===== config.mk =====
export PLATFORM = sky130hd
export DESIGN_NAME = udp_word_tx
export DESIGN_NICKNAME = d
export VERILOG_FILES = /design/src/rtl/udp_word_tx.sv
export SDC_FILE = /design/constraint.sdc
export NUM_CORES = 1
export LEC_CHECK = 0
export ABC_AREA = 1
export BUFFER_PORTS_ARGS = -buffer_cell sky130_fd_sc_hd__buf_2
export CELL_PAD_IN_SITES_DETAIL_PLACEMENT = 0
export CELL_PAD_IN_SITES_GLOBAL_PLACEMENT = 1
export CORE_MARGIN = 2
export CORE_UTILIZATION = 37
export CTS_CLUSTER_DIAMETER = 60
export DETAILED_ROUTE_END_ITERATION = 10
export PLACE_DENSITY = 0.67
export SETUP_SLACK_MARGIN = 0.1
export SYNTH_ARGS = -nofsm -noshare
export SYNTH_HDL_FRONTEND = slang
export SYNTH_SLANG_ARGS = --single-unit

===== constraint.sdc =====
create_clock -name clk -period 8.35 [get_ports clk]
set_clock_uncertainty 0.2 [all_clocks]
set_input_delay 0 -clock clk [delete_from_list [all_inputs] [get_ports clk]]
set_output_delay 0 -clock clk [all_outputs]
set_load 0.01 [all_outputs]

===== src/rtl/udp_word_tx.sv =====
// Word-to-UDP packetizer: buffers 32-bit words and emits them big-endian as an
// 8-bit AXI-Stream payload behind a UDP header handshake.
module udp_word_tx #(
  parameter int FIFO_DEPTH   = 16,
  parameter int PKT_WORDS    = 4,
  parameter int FLUSH_CYCLES = 1250
) (
  input  logic                          clk,
  input  logic                          rst,
  input  logic [31:0]                   in_data,
  input  logic                          in_valid,
  output logic                          in_ready,
  output logic                          tx_udp_hdr_valid,
  input  logic                          tx_udp_hdr_ready,
  output logic [15:0]                   tx_udp_length,
  output logic [7:0]                    tx_udp_payload_axis_tdata,
  output logic                          tx_udp_payload_axis_tvalid,
  input  logic                          tx_udp_payload_axis_tready,
  output logic                          tx_udp_payload_axis_tlast,
  output logic [$clog2(FIFO_DEPTH):0]   fifo_level,
  output logic [15:0]                   pkt_count
);

  localparam int AW = $clog2(FIFO_DEPTH);
  localparam int LW = AW + 1;
  localparam int FW = (FLUSH_CYCLES > 1) ? $clog2(FLUSH_CYCLES) : 1;

  typedef enum logic [1:0] {IDLE, HDR, PAYLOAD} state_t;

  state_t        state, state_next;
  logic [31:0]   mem [FIFO_DEPTH];
  logic [AW-1:0] wr_ptr, rd_ptr;
  logic [LW-1:0] n_words, word_cnt, n_start;
  logic [1:0]    byte_idx;
  logic [FW-1:0] flush_cnt;
  logic          wr_en, hs, pop, last_hs, partial, flush_exp, start;
  logic          hdr_valid_d, tvalid_d, tlast_d;
  logic [7:0]    tdata_d;
  logic [31:0]   head_word, next_word;

  function automatic logic [7:0] sel_byte(input logic [31:0] w, input logic [1:0] b);
    case (b)
      2'd0:    return w[31:24];
      2'd1:    return w[23:16];
      2'd2:    return w[15:8];
      default: return w[7:0];
    endcase
  endfunction

  assign in_ready  = (fifo_level != LW'(FIFO_DEPTH));
  assign wr_en     = in_valid & in_ready;
  assign hs        = tx_udp_payload_axis_tvalid & tx_udp_payload_axis_tready;
  assign pop       = hs & (byte_idx == 2'd3);
  assign last_hs   = hs & tx_udp_payload_axis_tlast;
  assign partial   = (fifo_level != '0) && (fifo_level < LW'(PKT_WORDS));
  assign flush_exp = (FLUSH_CYCLES != 0) && partial && (flush_cnt == FW'(FLUSH_CYCLES - 1));
  assign start     = (state == IDLE) && ((fifo_level >= LW'(PKT_WORDS)) || flush_exp);
  assign n_start   = (fifo_level >= LW'(PKT_WORDS)) ? LW'(PKT_WORDS) : fifo_level;
  assign head_word = mem[rd_ptr];
  assign next_word = mem[rd_ptr + 1'b1];

  // NOTE: the word storage has no reset; only pointers and level define its contents.
  always_ff @(posedge clk) begin
    if (wr_en) mem[wr_ptr] <= in_data;
  end

  always_ff @(posedge clk) begin
    if (rst) state <= IDLE;
    else     state <= state_next;
  end

  // NOTE: every always_comb output gets a default first so no latch is inferred.
  always_comb begin
    state_next = state;
    case (state)
      IDLE:    if (start) state_next = HDR;
      HDR:     if (tx_udp_hdr_ready) state_next = PAYLOAD;
      PAYLOAD: if (last_hs) state_next = IDLE;
      default: state_next = IDLE;
    endcase
  end

  // Next values of the registered stream outputs; tdata is preloaded so the
  // byte on the bus always matches byte_idx/word_cnt.
  always_comb begin
    hdr_valid_d = (state_next == HDR);
    tvalid_d    = (state_next == PAYLOAD);
    tdata_d     = tx_udp_payload_axis_tdata;
    tlast_d     = tx_udp_payload_axis_tlast;
    if (state == HDR && tx_udp_hdr_ready) begin
      tdata_d = head_word[31:24];
      tlast_d = 1'b0;
    end else if (state == PAYLOAD && hs) begin
      if (tx_udp_payload_axis_tlast) begin
        tdata_d = 8'h00;
        tlast_d = 1'b0;
      end else if (byte_idx == 2'd3) begin
        tdata_d = next_word[31:24];
        tlast_d = 1'b0;
      end else begin
        tdata_d = sel_byte(head_word, 2'(byte_idx + 2'd1));
        tlast_d = (byte_idx == 2'd2) && (word_cnt == n_words - 1'b1);
      end
    end
  end

  always_ff @(posedge clk) begin
    if (rst) begin
      wr_ptr                     <= '0;
      rd_ptr                     <= '0;
      fifo_level                 <= '0;
      n_words                    <= '0;
      word_cnt                   <= '0;
      byte_idx                   <= '0;
      flush_cnt                  <= '0;
      pkt_count                  <= '0;
      tx_udp_length              <= '0;
      tx_udp_hdr_valid           <= 1'b0;
      tx_udp_payload_axis_tvalid <= 1'b0;
      tx_udp_payload_axis_tdata  <= '0;
      tx_udp_payload_axis_tlast  <= 1'b0;
    end else begin
      tx_udp_hdr_valid           <= hdr_valid_d;
      tx_udp_payload_axis_tvalid <= tvalid_d;
      tx_udp_payload_axis_tdata  <= tdata_d;
      tx_udp_payload_axis_tlast  <= tlast_d;

      if (wr_en) wr_ptr <= wr_ptr + 1'b1;
      if (pop)   rd_ptr <= rd_ptr + 1'b1;
      case ({wr_en, pop})
        2'b10:   fifo_level <= fifo_level + 1'b1;
        2'b01:   fifo_level <= fifo_level - 1'b1;
        default: fifo_level <= fifo_level;
      endcase

      // Packet size is frozen here; later writes only grow the FIFO.
      if (start) begin
        n_words       <= n_start;
        tx_udp_length <= 16'd8 + (16'(n_start) << 2);
      end

      if (state == HDR) begin
        word_cnt <= '0;
        byte_idx <= '0;
      end else if (hs) begin
        byte_idx <= byte_idx + 1'b1;
        if (byte_idx == 2'd3) word_cnt <= word_cnt + 1'b1;
      end

      if (last_hs) pkt_count <= pkt_count + 1'b1;

      if (state != IDLE || wr_en || !partial) flush_cnt <= '0;
      else if (!flush_exp)                    flush_cnt <= flush_cnt + 1'b1;
    end
  end

endmodule


# [Word level (Yosys, flattened, before mapping)]
# Memories as Yosys holds them, arrays and structs flattened. A register that Yosys moved wholly into a read port is not among the register bits.
# Cells that the tools add are included.
[word_totals] in_bits=37 wordCells=81 out_inout_bits=49 ff_bits=81 n_memories=1 ramBits=512
[op_classes] magnitude_cmp=2 eq_ne=13 reduce_logical=20 muxes=17 n_addsub=10 bitwise=4
[memory_table] memory="mem" depth=16 width=32 read_ports=2 rd_ports_with_merged_regs=1 wr=1 line="31" rtl="logic [31:0] mem [FIFO_DEPTH];"
[ops] cell="$mux 8" n=4
[ops] cell="$pmux 8 s3" n=1
[ops] cell="$add 16x1->16 const B" n=1
[ops] cell="$eq 2x2->1 const B" n=6
[ops] cell="$add 11x1->11 const B" n=1
[ops] cell="$eq 11x11->1 const B" n=1
[ops] cell="$add 5x1->5 const B" n=2
[ops] cell="$pmux 5 s2" n=1
[ops] cell="$sub 5x1->5 const B" n=2
[ops] cell="$add 4x1->4 const B" n=2
[ops] cell="$add 4x7->8 const A" n=1
[ops] cell="$eq 2x1->1 const B" n=4
[ops] cell="$mux 4" n=2
[ops] cell="$logic_and 1x1->1" n=6
[ops] cell="$mux 2" n=3
[ops] cell="$pmux 2 s3" n=1
[ops] cell="$reduce_bool 2->1" n=3
[ops] cell="$reduce_or 2->1" n=3
[ops] cell="$eq 5x5->1" n=1
[ops] cell="$ge 5x3->1 const B" n=1
[ops] cell="$lt 5x3->1 const B" n=1
[ops] cell="$mux 5" n=1
[ops] cell="$ne 5x5->1 const B" n=1
[ops] cell="$reduce_bool 5->1" n=1
[ops] cell="7 further kinds" n=16

# [Depth between registers and ports, before layout]
# Gate-level depths: netlist of run 1.
[depth] depth_word=8 mapped_depth=15

# [Worst setup path before layout of run 1]
# OpenSTA, ideal clock, no wires.
[synth_timing] kind="flip-flop to flip-flop" start="register fifo_level[1]" end="memory mem[11][0] (enable)" arrival_ps=2424 setup_ps=421 setup_slack_ps=5305 path_stages_with_launch=7 synth_period_minus_slack_ps=3045 path_buffers=0 cell_sequence="dfxtp_1 > inv_1 > nand4_1 > nand2_1 > inv_1 > nand2_1 > nor2_1"
[synth_via] elab_chain_cells=4
[synth_rtl] element="start: declaration" line="20" rtl="output logic [$clog2(FIFO_DEPTH):0] fifo_level,"
[synth_rtl] element="start signal: assignment" line="131" rtl="2'b10: fifo_level <= fifo_level + 1'b1;"
[synth_rtl] element="start signal: assignment" line="132" rtl="2'b01: fifo_level <= fifo_level - 1'b1;"
[synth_rtl] element="start signal: assignment" line="133" rtl="default: fifo_level <= fifo_level;"
[synth_rtl] element="$ne 5x5->1" line="50" rtl="assign in_ready = (fifo_level != LW'(FIFO_DEPTH));"
[synth_rtl] element="named net in_ready" line="12" rtl="output logic in_ready,"
[synth_rtl] element="$and 1x1->1" line="51" rtl="assign wr_en = in_valid & in_ready;"
[synth_rtl] element="$mux 1" line="64" rtl="if (wr_en) mem[wr_ptr] <= in_data;"
[synth_rtl] element="$mux 1 (not written as such)" line="64"
[synth_rtl] element="end: declaration" line="31"
# The timed path passes the listed nets, and every way through them passes these cells.

# [Worst setup path after layout of run 1]
[layout_timing] start="register byte_idx[1]" end="register fifo_level[4]"
[layout_via] elab_chain_cells=4
[layout_rtl] element="start: declaration" line="34" rtl="logic [1:0] byte_idx;"
[layout_rtl] element="start signal: assignment" line="146" rtl="byte_idx <= byte_idx + 1'b1;"
[layout_rtl] element="$eq 2x2->1 *" line="53" rtl="assign pop = hs & (byte_idx == 2'd3);"
[layout_rtl] element="$and 1x1->1 *" line="53"
[layout_rtl] element="$eq 2x1->1 or $eq 2x2->1 (tied branches)" line="130" rtl="case ({wr_en, pop})"
[layout_rtl] element="$pmux 5 s2 or $reduce_bool 2->1 (tied branches)"
# Mark *: on every way between the ends. The rest lies on a longest branch, timed or not.
# A chain may end at the register's enable or synchronous reset.

==> results of run 1 <==
## power by group through the flow
stage,clock network [W],registers [W],logic [W]
floorplan,0,0.00330,0.000104
global placement,0,0.00330,0.000200
detailed placement,0,0.00330,0.000204
CTS,0.00284,0.00324,0.000219
global route,0.00295,0.00324,0.000242
finish,0.00278,0.00324,0.000216
## flip-flops by register name (all words and copies together), names as in the netlist, 2 cells and up, named ones only
name,flops
byte_idx,2
state,2
pkt_count,16
n_words,5
fifo_level,5
flush_cnt,11
word_cnt,5
tx_udp_payload_axis_tdata,8
tx_udp_length,5
wr_ptr,4
rd_ptr,4
mem,512
## layer usage
metal  global-route usage [%]  vias up
met4                     5.98        0
met3                     2.98      120
met1                     27.0     9082
met5                        0        -
met2                     32.4      569
li1                         -     9015
## cells in the mapped netlist (2+ instances only)
| cell | number | area (um2) |
|---|---|---|
| nand4_1 | 7 | 43.8 |
| or2_2 | 41 | 257 |
| inv_1 | 321 | 1200 |
| xnor2_1 | 3 | 26.3 |
| nor4_1 | 2 | 12.5 |
| buf_6 | 13 | 146 |
| edfxtp_1 | 512 | 15400 |
| buf_2 | 65 | 325 |
| nor3_1 | 12 | 60.1 |
| a21oi_1 | 106 | 531 |
| o21ai_1 | 5 | 25.0 |
| dfxtp_1 | 74 | 1480 |
| nor3_2 | 2 | 20.0 |
| buf_1 | 13 | 48.8 |
| clkbuf_1 | 35 | 131 |
| nand3_1 | 391 | 1960 |
| xor2_1 | 5 | 43.8 |
| nor2_2 | 2 | 12.5 |
| nand2_2 | 4 | 25.0 |
| inv_2 | 7 | 26.3 |
| o21a_1 | 2 | 15.0 |
| ha_1 | 20 | 250 |
| nor2_1 | 111 | 417 |
| o21ai_0 | 103 | 515 |
| o211ai_1 | 52 | 390 |
| nand2_1 | 723 | 2710 |
| buf_4 | 23 | 173 |
## kinds of logic (layout without fill, tap and decap cells)
group	Yosys count	in the layout	synth area share (%)
AO/OA/AOI/OAI	271	271	5.71
XOR/XNOR	10	10	0.390
adder cells (fa/ha/maj)	21	21	1.03
buffers and inverters	479	585	7.85
flip-flops	586	586	64.0
other	1	12	0.0142
AND/OR/NAND/NOR	1295	1295	21.0
## area by class of cell
cell class	count	area [um2]
fill	6660	40400
timing repair buffer	142	981
tap	940	1180
inverter	330	1250
multi-input combinational	1607	7550
antenna	2	5.00
clock buffer	83	1800
clock inverter	30	251
sequential	586	16900
## critical path: stages (launching register included)
cell and delay, ns:
dfxtp_1 0.38, ha_1 0.48, clkinv_1 0.52, nor2_1 0.76, ha_1 0.38, inv_1 0.10
fa_1 0.41, inv_1 0.09, a31oi_1 0.11, nor2_1 0.11, nor2_1 0.04, o21ai_0 0.10
o21ai_0 0.11, a21oi_1 0.12
## worst max path at each step
stage,slack (ns),to,depth (start not counted)
6_report,4.35,fifo_level[4],13
5_1_grt,4.06,fifo_level[4],13
4_1_cts,4.36,tx_udp_payload_axis_tdata[0],9
3_5_place_dp,4.39,tx_udp_payload_axis_tdata[0],9
3_3_place_gp,4.42,tx_udp_payload_axis_tdata[0],9
2_1_floorplan,5.31,mem[11][0],6
## cell usage in the layout, fill, tap and decap left out, drive strengths merged, types with 36 or more instances in the layout
master / count
a21oi: 106
buf: 106
clkbuf: 83
dfxtp: 74
dlygate4sd3: 36
edfxtp: 512
inv: 330
nand2: 727
nand3: 391
nor2: 113
o211ai: 52
o21ai: 108
or2: 41
## per-stage QoR
stage / total power (W) / hold slack [ns]
5_1_grt: 0.00643 / 0.110
3_3_place_gp: 0.00350 / 0.175
4_1_cts: 0.00630 / 0.0857
6_report: 0.00624 / 0.116
2_1_floorplan: 0.00341 / -0.101
3_5_place_dp: 0.00350 / 0.184
==> results by group, run 1 <==
Run status
  – Status: completed

Critical path
  – RR Startpoint: byte_idx[1]
  – Crit Path Max Fanout: 11
  – Crit. Startpoint: byte_idx[1]
  – Startpoint types: register
  – Reg2reg setup slack: 4.35 ns
  – Worst setup EP type: register
  – Reg2reg path depth: 13
  – CP required: 8.69 ns
  – Critical path class: register to register
  – CP arrival: 4.34 ns
  – FF-to-FF End: fifo_level[4]

STA
  – Worst slew margin: 17.0%
  – Unrepaired setup endpoints after global routing: no
  – Pins Over Slew Limit: 0
  – Fin crit share: 47.9%
  – Hold Violations, Final: 0
  – Worst-margin pin slew: 1.24 ns
  – Fmax: 250 MHz
  – Setup TNS: 0 ns
  – Min Tclk post-route: 4.00 ns
  – Setup WS post-layout: 4.35 ns
  – Finish-stage setup viols: 0

Floorplan
  – Core Box Area: 70300 um2
  – # rows: 97
  – # IOs: 86
  – Starting Density: 37.5%
  – Die area: 73300 um2
  – Width of the die: 271 um
  – Die height: 271 um

Detailed routing
  – DR WL met3: 3960 um
  – DRC: 0
  – DR vias/cell: 5.05
  – Via count: 18786
  – Final WL: 72900 um
  – DRT Pass-1 Iters: 6
  – Met2 routed WL: 34300 um
  – WL per Instance: 19.6 um
  – ANT nets after route: 0
  – M1 wire length: 32800 um
  – Drt initial violations: 1532
  – Max Used Layer: met4

Logic synthesis
  – Yosys warns: 0
  – Seq/Total Area, Yosys: 64.0%
  – Post-Syn Area: 26300 um2
  – Ys flop type: edfxtp_1
  – Syn_area_per_cell: 9.88 um2
  – Asr flop ratio synth: 0%
  – Yosys cell types: 36
  – Post-Synthesis Cells: 2663
  – EDFF count, synth: 512
  – FF+latch count, synth: 586

Clock tree
  – Cts hold-fix bufs: 36
  – Worst skew pair latency: 0.61 ns
  – CTS buffer count: 66
  – CTS-repair resized insts: 0
  – Clock Path Buffers: 3
  – CTS tree: done
  – CTS Sinks: 586
  – H-tree depth: 3
  – CTS Root Cell: clkbuf_16
  – Worst-path clk slew: 0.06 ns
  – Post-CTS Setup Inserts: 0

GRT
  – Antenna violations before repair: 2
  – Total track usage: 19.7%
  – Number of global-route vias before repair: 17703
  – Largest net degree at the start of global routing: 197
  – First-pass GRT wire length: 110000 um
  – Global route overflow: 0

Hold path
  – Hold EP: mem[15][2]
  – Worst Hold Class: input pin to register
  – Worst Hold Depth: 2
  – Hold path start: in_data[2]

Placement
  – Hpwl dp: 38600 um
  – Gp weighted congestion: 0.818
  – Placed cell count: 3569
  – Pre-CTS setup slack: 4.39 ns
  – Placed cell area: 27500 um2
  – PortBufs: 75

Final layout
  – Core Util, Final: 42.5%
  – Final non-filler cell total: 3720
  – Layout cells sized above 1: 9.86%
  – Layout area overhead: 13.5%
  – Nets: 2791
  – Cell area after layout: 29900 um2

Power and ir drop
  – Sw Share: 21.3%
  – Sequential power share: 51.9%
  – Net switching power: 0.00133 W
  – Combinational share of power: 3.5%
  – VDD IR max: 0.000176 V
  – Clock Power Share: 44.6%
  – Lkg Pwr: 11.8 nW
  – PwrDens: 209 nW/um2
  – Cell Int Power: 0.00491 W

Job
  – Max-cap violations: 0
Power figures use the tool's default switching activity.
==> run 2: changes to the inputs <==
--- a/config.mk
+++ b/config.mk
@@ -5,7 +5,7 @@
 export SDC_FILE = /design/constraint.sdc
 export NUM_CORES = 1
 export LEC_CHECK = 0
-export ABC_AREA = 1
+export ABC_AREA = 0
 export BUFFER_PORTS_ARGS = -buffer_cell sky130_fd_sc_hd__buf_2
 export CELL_PAD_IN_SITES_DETAIL_PLACEMENT = 0
 export CELL_PAD_IN_SITES_GLOBAL_PLACEMENT = 1
@@ -13,7 +13,7 @@
 export CORE_UTILIZATION = 37
 export CTS_CLUSTER_DIAMETER = 60
 export DETAILED_ROUTE_END_ITERATION = 10
-export PLACE_DENSITY = 0.67
+export PLACE_DENSITY = 0.63
 export SETUP_SLACK_MARGIN = 0.1
 export SYNTH_ARGS = -nofsm -noshare
 export SYNTH_HDL_FRONTEND = slang
==> constraint.sdc (replaced) <==
create_clock -name clk -period 4.1 [get_ports clk]
set_clock_uncertainty 0.2 [all_clocks]
set_input_delay 0 -clock clk [delete_from_list [all_inputs] [get_ports clk]]
set_output_delay 0 -clock clk [all_outputs]
set_load 0.01 [all_outputs]
==> run 2 against run 1 <==
  * Register-to-register slack got worse by 3.5 ns
  * Synthesized cell count fell by 45%
  * Worst setup slack got worse by 3.5 ns
  * Critical path depth fell by 6
  * Die area fell by 7.7%
  * Worst hold slack got worse by 0.0093 ns
  * Sequential share of layout area rose by 2.8 points
  * First-iteration DRC count fell by 22%
  * Final cell count fell by 32%
==> results by group, run 2 <==
Floorplan
  – Core Box Area: 64700 um2 (-7.9%)
  – # IOs: 86 (unchanged)
  – Starting Density: 37.5% (+0.061 points)
  – # rows: 93 (-4.1%)
  – Die area: 67700 um2 (-7.7%)
  – Die height: 260 um (-3.9%)
  – Width of the die: 260 um (-3.9%)

Clock tree
  – CTS Sinks: 586 (unchanged)
  – Worst skew pair latency: 0.60 ns (about the same)
  – CTS buffer count: 67 (+1.5%)
  – H-tree depth: 3 (unchanged)
  – CTS Root Cell: clkbuf_16
  – Clock Path Buffers: 3 (unchanged)
  – CTS tree: done
  – Post-CTS Setup Inserts: 0 (unchanged)
  – Worst-path clk slew: 0.06 ns (about the same)
  – CTS-repair resized insts: 0 (unchanged)

Final layout
  – Ant. Diodes: 0 (-2)
  – Max FFs per register: 512 (unchanged)
  – Layout area overhead: 17.3%
  – Nets: 1676 (-40%)
  – Commonest non-fill, non-tap cells in the layout: edfxtp_1, mux2i_1, nand2_1, mux4_2, nor2_1
  – Commonest non-fill, non-tap cell in the layout: edfxtp_1
  – Layout cells sized above 1: 20.4% (+11 points)
  – Regs by FF count: mem: 512 flops, pkt_count: 16 flops, flush_cnt: 11 flops
  – Register bank with the most flops: mem

Critical path
  – Crit Path Max Fanout: 14 (+3)
  – Reg2reg path depth: 7 (-6)
  – Worst setup EP type: register
  – CP arrival: 3.56 ns (-0.78 ns)
  – Critical path class: register to register
  – Startpoint types: register
  – CP required: 4.37 ns (-4.32 ns)

GRT
  – Total track usage: 18.5% (-1.3 points)
  – Antenna violations before repair: 0 (-2)
  – First-pass GRT wire length: 91800 um (-16%)
  – Global route overflow: 0 (unchanged)
  – Largest net degree at the start of global routing: 52 (-74%)
  – Number of global-route vias before repair: 13771 (-22%)

STA
  – Hold Violations, Final: 0 (unchanged)
  – Min Tclk post-route: 3.29 ns (-0.712 ns)
  – Unrepaired setup endpoints after global routing: no
  – Fin crit share: 80.2% (+32 points)
  – Fmax: 304 MHz (+22%)
  – Worst slew margin: 36.9% (+20 points)
  – Finish-stage setup viols: 0 (unchanged)
  – Setup TNS: 0 ns (unchanged)
  – Worst-margin pin slew: 0.943 ns (-0.301 ns)
  – Pins Over Slew Limit: 0 (unchanged)
  – Setup WS post-layout: 0.810 ns (-3.54 ns)

Power and ir drop
  – PwrDens: 446 nW/um2 (+110%)
  – Clock Power Share: 45.7% (+1.1 points)
  – Cell Int Power: 0.0101 W (+110%)
  – Combinational share of power: 2.6% (-0.9 points)
  – Design Power: 0.0127 W (+100%)
  – Net switching power: 0.00263 W (+98%)
  – Sw Share: 20.7% (-0.62 points)
  – Sequential power share: 51.8% (about the same)
  – VDD IR max: 0.000258 V (+47%)
  – Lkg Pwr: 9.02 nW (-24%)

Logic synthesis
  – Yosys cell types: 53 (+47%)
  – Synth top area share: 63.4% (+4.9 points)
  – Seq/Total Area, Yosys: 69.5% (+5.4 points)
  – XOR/XNOR Fraction of Synth Area: 1.70% (+1.3 points)
  – Syn_area_per_cell: 16.6 um2 (+68%)
  – Leading cell type by number of instances after synthesis: edfxtp_1
  – FF+latch count, synth: 586 (unchanged)
  – Area leader, netlist: edfxtp_1
  – Yosys warns: 0 (unchanged)
  – Ys flop type: edfxtp_1
  – Asr flop ratio synth: 0% (unchanged)
  – Post-Synthesis Cells: 1459 (-45%)
  – Multiplexer share of the synthesized area: 15.2% (+15 points)
  – Post-Synth Simple-Gate Area: 5.94% (-15 points)
  – Main combinational cell family by area after synthesis: multiplexers
  – Post-Syn Area: 24300 um2 (-7.8%)
  – EDFF count, synth: 512 (unchanged)
  – Synth Area in Compound Gates: 4.28% (-1.4 points)
  – Top post-synthesis cells by count: edfxtp_1, mux2i_1, nor2_1
  – Fraction of the mapped netlist area in adder cells: 1.11% (+0.087 points)
  – Ranking of synthesized cells by area: edfxtp_1, mux4_2, dfxtp_1, mux2i_1, a22oi_1

Detailed routing
  – ANT nets after route: 0 (unchanged)
  – WL per Instance: 24.4 um (+25%)
  – DR vias/cell: 5.38 (+6.5%)
  – Via count: 13590 (-28%)
  – DRC: 0 (unchanged)
  – Drt initial violations: 1197 (-22%)
  – Final WL: 61700 um (-15%)
  – DRT Pass-1 Iters: 5 (-1)

Run status
  – Status: completed

Placement
  – PortBufs: 75 (unchanged)
  – Hpwl dp: 37300 um (-3.2%)
  – Pre-CTS setup slack: 0.756 ns (-3.63 ns)
  – Gp weighted congestion: 0.804 (-1.7%)

Hold path
  – Worst Hold Class: input pin to register
  – Worst Hold Depth: 4 (+2)

Job
  – Max-cap violations: 0 (unchanged)
[run 2: cell types whose count changed in the layout (fill, tap and decap cells not counted), sizes merged, moves of 52 or more]
cell,delta
mux2i,+134
inv,-310
a22oi,+52
mux4,+100
o21ai,-96
nand3,-343
nand2,-640
a21oi,-63
[run 2: worst max-delay path, cell delays in order, from the launching register on]
cell and delay (ns):
dfxtp_1 0.86, nor2b_1 0.61, a22oi_1 0.14, a21oi_1 0.26
nor2_1 0.12, nor4_1 0.63, buf_4 0.26, o21ai_1 0.06
[run 2: power by group through the flow]
stage | logic [W] | registers (W) | clock network, W
floorplan | 0.000131 | 0.00670 | 0
global placement | 0.000291 | 0.00670 | 0
detailed placement | 0.000300 | 0.00670 | 0
CTS | 0.000332 | 0.00657 | 0.00594
global route | 0.000357 | 0.00658 | 0.00619
finish | 0.000325 | 0.00657 | 0.00580
[run 2: final timing paths]
| kind | startpoint | end | slack [ns] |
|---|---|---|---|
| setup / recovery | register | tx_udp_payload_axis_tdata[5] | 0.81 |
| hold / removal | tx_udp_payload_axis_tready | byte_idx[1] | 0.11 |
| setup reg to reg | register | tx_udp_payload_axis_tdata[5] | 0.81 |
| hold reg to reg | tx_udp_length[6] | tx_udp_length[6] | 0.27 |
[run 2: logic make-up (layout without fill, tap and decap cells)]
logic type | count (synthesis) | after routing
mux | 239 | 239
flops | 586 | 586
compound gates | 154 | 154
other cells | 1 | 10
fa+ha+maj | 21 | 21
buf+inv | 104 | 308
simple gates | 307 | 307
xor+xnor | 47 | 47
[run 2: area by class of cell]
type / count / area, um2
clock buffers: 82 / 1780
flip-flops and latches: 586 / 16900
inverters: 15 / 56.3
clock inverters: 41 / 353
multi-input cells: 778 / 7040
well taps: 855 / 1070
fillers: 5748 / 36200
repair buffers: 170 / 1300
[run 2: timing repair]
item | CTS | global route
endpoints found under the hold margin | 586 | 0
setup endpoints to repair | 0 | 0
hold buffers | 40 | 0
[run 2: stage by stage]
stage          std cells  util (%)  instance area (um2)  hold slack [ns]
2_1_floorplan       1468         -                24300           -0.101
3_3_place_gp        2364      40.1                25900           0.0577
3_5_place_dp        2364      40.1                25900           0.0651
4_1_cts             2527      44.0                28500           0.0903
5_1_grt             2527      44.0                28500            0.112
6_report            2527      44.0                28500            0.107
[run 2: layer usage]
layer | up-vias | share of wire [%] | global-route usage, %
met1 | 7002 | 44 | 25.5
met2 | 452 | 49 | 30.2
met5 | - | 0 | 0
met4 | 0 | 2.1 | 5.03
met3 | 78 | 5.5 | 3.20
li1 | 6058 | - | -
==> run 3: changes to the inputs <==
--- a/config.mk
+++ b/config.mk
@@ -13,7 +13,7 @@
 export CORE_UTILIZATION = 37
 export CTS_CLUSTER_DIAMETER = 60
 export DETAILED_ROUTE_END_ITERATION = 10
-export PLACE_DENSITY = 0.63
+export PLACE_DENSITY = 0.65
 export SETUP_SLACK_MARGIN = 0.1
 export SYNTH_ARGS = -nofsm -noshare
 export SYNTH_HDL_FRONTEND = slang
==> constraint.sdc (replaced) <==
create_clock -name clk -period 2.9 [get_ports clk]
set_clock_uncertainty 0.2 [all_clocks]
set_input_delay 0 -clock clk [delete_from_list [all_inputs] [get_ports clk]]
set_output_delay 0 -clock clk [all_outputs]
set_load 0.01 [all_outputs]
==> run 3 against run 2 <==
  * First-iteration DRC count decreased by 6.9%
  * Highest routed layer is now met5
  * Wire length increased by 1.3%
  * Combinational power increased by 49%
  * Sequential share of layout area decreased by 1.9 points
==> results by group, run 3 (synthesized netlist as in run 2, its figures left out) <==
Critical path
  – FF-to-FF End: tx_udp_payload_axis_tdata[6]
  – Worst setup EP type: register
  – CP required: 3.17 ns (-1.20 ns)
  – Reg2reg path depth: 6 (-1)
  – Crit Path Max Fanout: 15 (+1)
  – Reg2reg setup slack: 0.20 ns (-0.61 ns)
  – Startpoint types: register
  – Critical path class: register to register
  – CP arrival: 2.97 ns (-0.59 ns)

GRT
  – Global route overflow: 0 (unchanged)
  – Number of global-route vias before repair: 13916 (+1.1%)
  – Largest net degree at the start of global routing: 45 (-13%)
  – First-pass GRT wire length: 91800 um (about the same)
  – Total track usage: 18.7% (+0.21 points)
  – Antenna violations before repair: 4 (+4)

Power and ir drop
  – Clock Power Share: 47.5% (+1.8 points)
  – VDD IR max: 0.000381 V (+48%)
  – Lkg Pwr: 9.50 nW (+5.3%)
  – Sw Share: 19.8% (-0.92 points)
  – Sequential power share: 49.9% (-1.9 points)
  – Combinational share of power: 2.6% (about the same)
  – Cell Int Power: 0.0149 W (+48%)
  – PwrDens: 633 nW/um2 (+42%)
  – Net switching power: 0.00369 W (+40%)

Detailed routing
  – Via count: 13819 (+1.7%)
  – Final WL: 62500 um (+1.3%)
  – DR vias/cell: 5.34 (-0.63%)
  – DRC: 0 (unchanged)
  – ANT nets after route: 0 (unchanged)
  – DRT Pass-1 Iters: 5 (unchanged)
  – WL per Instance: 24.2 um (-1.0%)
  – Drt initial violations: 1115 (-6.9%)

STA
  – Fmax: 370 MHz (+22%)
  – Worst slew margin: 55.2% (+18 points)
  – Setup TNS: 0 ns (unchanged)
  – Pins Over Slew Limit: 0 (unchanged)
  – Fin crit share: 93.1% (+13 points)
  – Worst-margin pin slew: 0.671 ns (-0.271 ns)
  – Finish-stage setup viols: 0 (unchanged)
  – Min Tclk post-route: 2.70 ns (-0.589 ns)
  – Unrepaired setup endpoints after global routing: yes
  – Setup WS post-layout: 0.199 ns (-0.611 ns)
  – Hold Violations, Final: 0 (unchanged)

Final layout
  – Cell area after layout: 29400 um2 (+3.3%)
  – Register bank with the most flops: mem
  – Commonest non-fill, non-tap cell in the layout: edfxtp_1
  – Commonest non-fill, non-tap cells in the layout: edfxtp_1, mux2i_1, buf_4
  – Regs by FF count: mem: 512 flops, pkt_count: 16 flops, flush_cnt: 11 flops
  – Layout area overhead: 21.2%
  – Ant. Diodes: 0 (unchanged)
  – Nets: 1738 (+3.7%)
  – Layout cells sized above 1: 24.6% (+4.2 points)
  – Max FFs per register: 512 (unchanged)

Clock tree
  – Worst skew pair latency: 0.60 ns (about the same)
  – CTS Sinks: 586 (unchanged)
  – CTS tree: done
  – CTS Root Cell: clkbuf_16
  – Clock Path Buffers: 3 (unchanged)
  – CTS buffer count: 66 (-1.5%)
  – H-tree depth: 3 (unchanged)
  – Worst-path clk slew: 0.06 ns (about the same)

Floorplan
  – Starting Density: 37.5% (unchanged)
  – Width of the die: 260 um (unchanged)
  – Core Box Area: 64700 um2 (unchanged)
  – Die height: 260 um (unchanged)
  – # rows: 93 (unchanged)
  – # IOs: 86 (unchanged)
  – Die area: 67700 um2 (unchanged)

Placement
  – Pre-CTS setup slack: -0.00545 ns (-0.762 ns)
  – Hpwl dp: 38300 um (+2.5%)
  – Placed cell area: 26600 um2 (+2.6%)
  – Gp weighted congestion: 0.768 (-4.5%)
  – PortBufs: 75 (unchanged)

Job
  – Max-cap violations: 0 (unchanged)

Run status
  – Status: completed

Hold path
  – Hold EP: byte_idx[1]
  – Hold path start: tx_udp_payload_axis_tready
  – Worst Hold Class: input pin to register
  – Worst Hold Depth: 4 (unchanged)
run 3: changes by cell type in the layout (fill, tap and decap cells not counted), moves of 2 or more:
cell and delta:
dfxtp_2 +4, bufinv_16 +6, buf_8 +2, clkinv_1 -12
buf_12 +17, clkinv_2 -2, inv_6 -3, buf_4 +46
dlygate4sd3_1 -2, dfxtp_1 -4, clkbuf_8 +5
run 3: repair_timing:
action	in CTS	in global routing
resized for setup	1	11
hold endpoints to repair	581	0
pin swaps	0	2
endpoints found under the setup margin	4	5
hold buffers	38	0
setup buffers	2	3
run 3: worst max-delay path, stage by stage, from the launching register on:
cell     delay, ns
dfxtp_4       0.52
buf_4         0.23
buf_4         0.23
mux4_2        0.33
mux4_2        0.53
a22oi_1       0.37
o21ai_0       0.14
run 3: how the worst max path moves through the flow:
stage / startpoint / to / slack [ns] / cells after the start
6_report: register / tx_udp_payload_axis_tdata[6] / 0.20 / 6
5_1_grt: fifo_level[3] / fifo_level[4] / 0.07 / 13
4_1_cts: byte_idx[1] / fifo_level[4] / 0.13 / 11
3_5_place_dp: register / tx_udp_payload_axis_tdata[4] / -0.005 / 7
3_3_place_gp: register / tx_udp_payload_axis_tdata[6] / -0.04 / 6
2_1_floorplan: fifo_level[0] / mem[15][0] / -0.28 / 6
run 3: power by group through the flow:
stage	Sequential, W	Clock [W]	Combinational (W)
6_report	0.00929	0.00883	0.000485
5_1_grt	0.00929	0.00935	0.000529
4_1_cts	0.00929	0.00901	0.000487
3_5_place_dp	0.00946	0	0.000442
3_3_place_gp	0.00946	0	0.000434
2_1_floorplan	0.00947	0	0.000185
run 3: metal layers:
metal  GRT usage (%)  part of all wire (%)  vias up
met5               0                 0.078        -
met3            3.56                   5.3      107
met1            25.1                    44     7129
li1                -                     -     6172
met2            30.7                    48      403
met4            5.78                   2.6        8
run 3: cell type report:
| cell class | instances | area [um2] |
|---|---|---|
| Clock buffer | 87 | 1840 |
| Clock inverter | 32 | 479 |
| Fill cell | 5649 | 35300 |
| Inverter | 15 | 56.3 |
| Multi-Input combinational cell | 778 | 7090 |
| Sequential cell | 586 | 16900 |
| Tap cell | 855 | 1070 |
| Timing Repair Buffer | 233 | 2000 |
run 3: stage by stage:
| step | total power (W) | util [%] | hold WS [ns] | std cells |
|---|---|---|---|---|
| 6_report | 0.0186 | 45.5 | 0.115 | 2586 |
| 5_1_grt | 0.0192 | 45.5 | 0.120 | 2586 |
| 4_1_cts | 0.0188 | 45.3 | 0.0830 | 2583 |
| 3_5_place_dp | 0.00991 | 41.1 | 0.0568 | 2424 |
| 3_3_place_gp | 0.00990 | 41.1 | 0.0561 | 2424 |
| 2_1_floorplan | 0.00965 | - | -0.101 | 1468 |
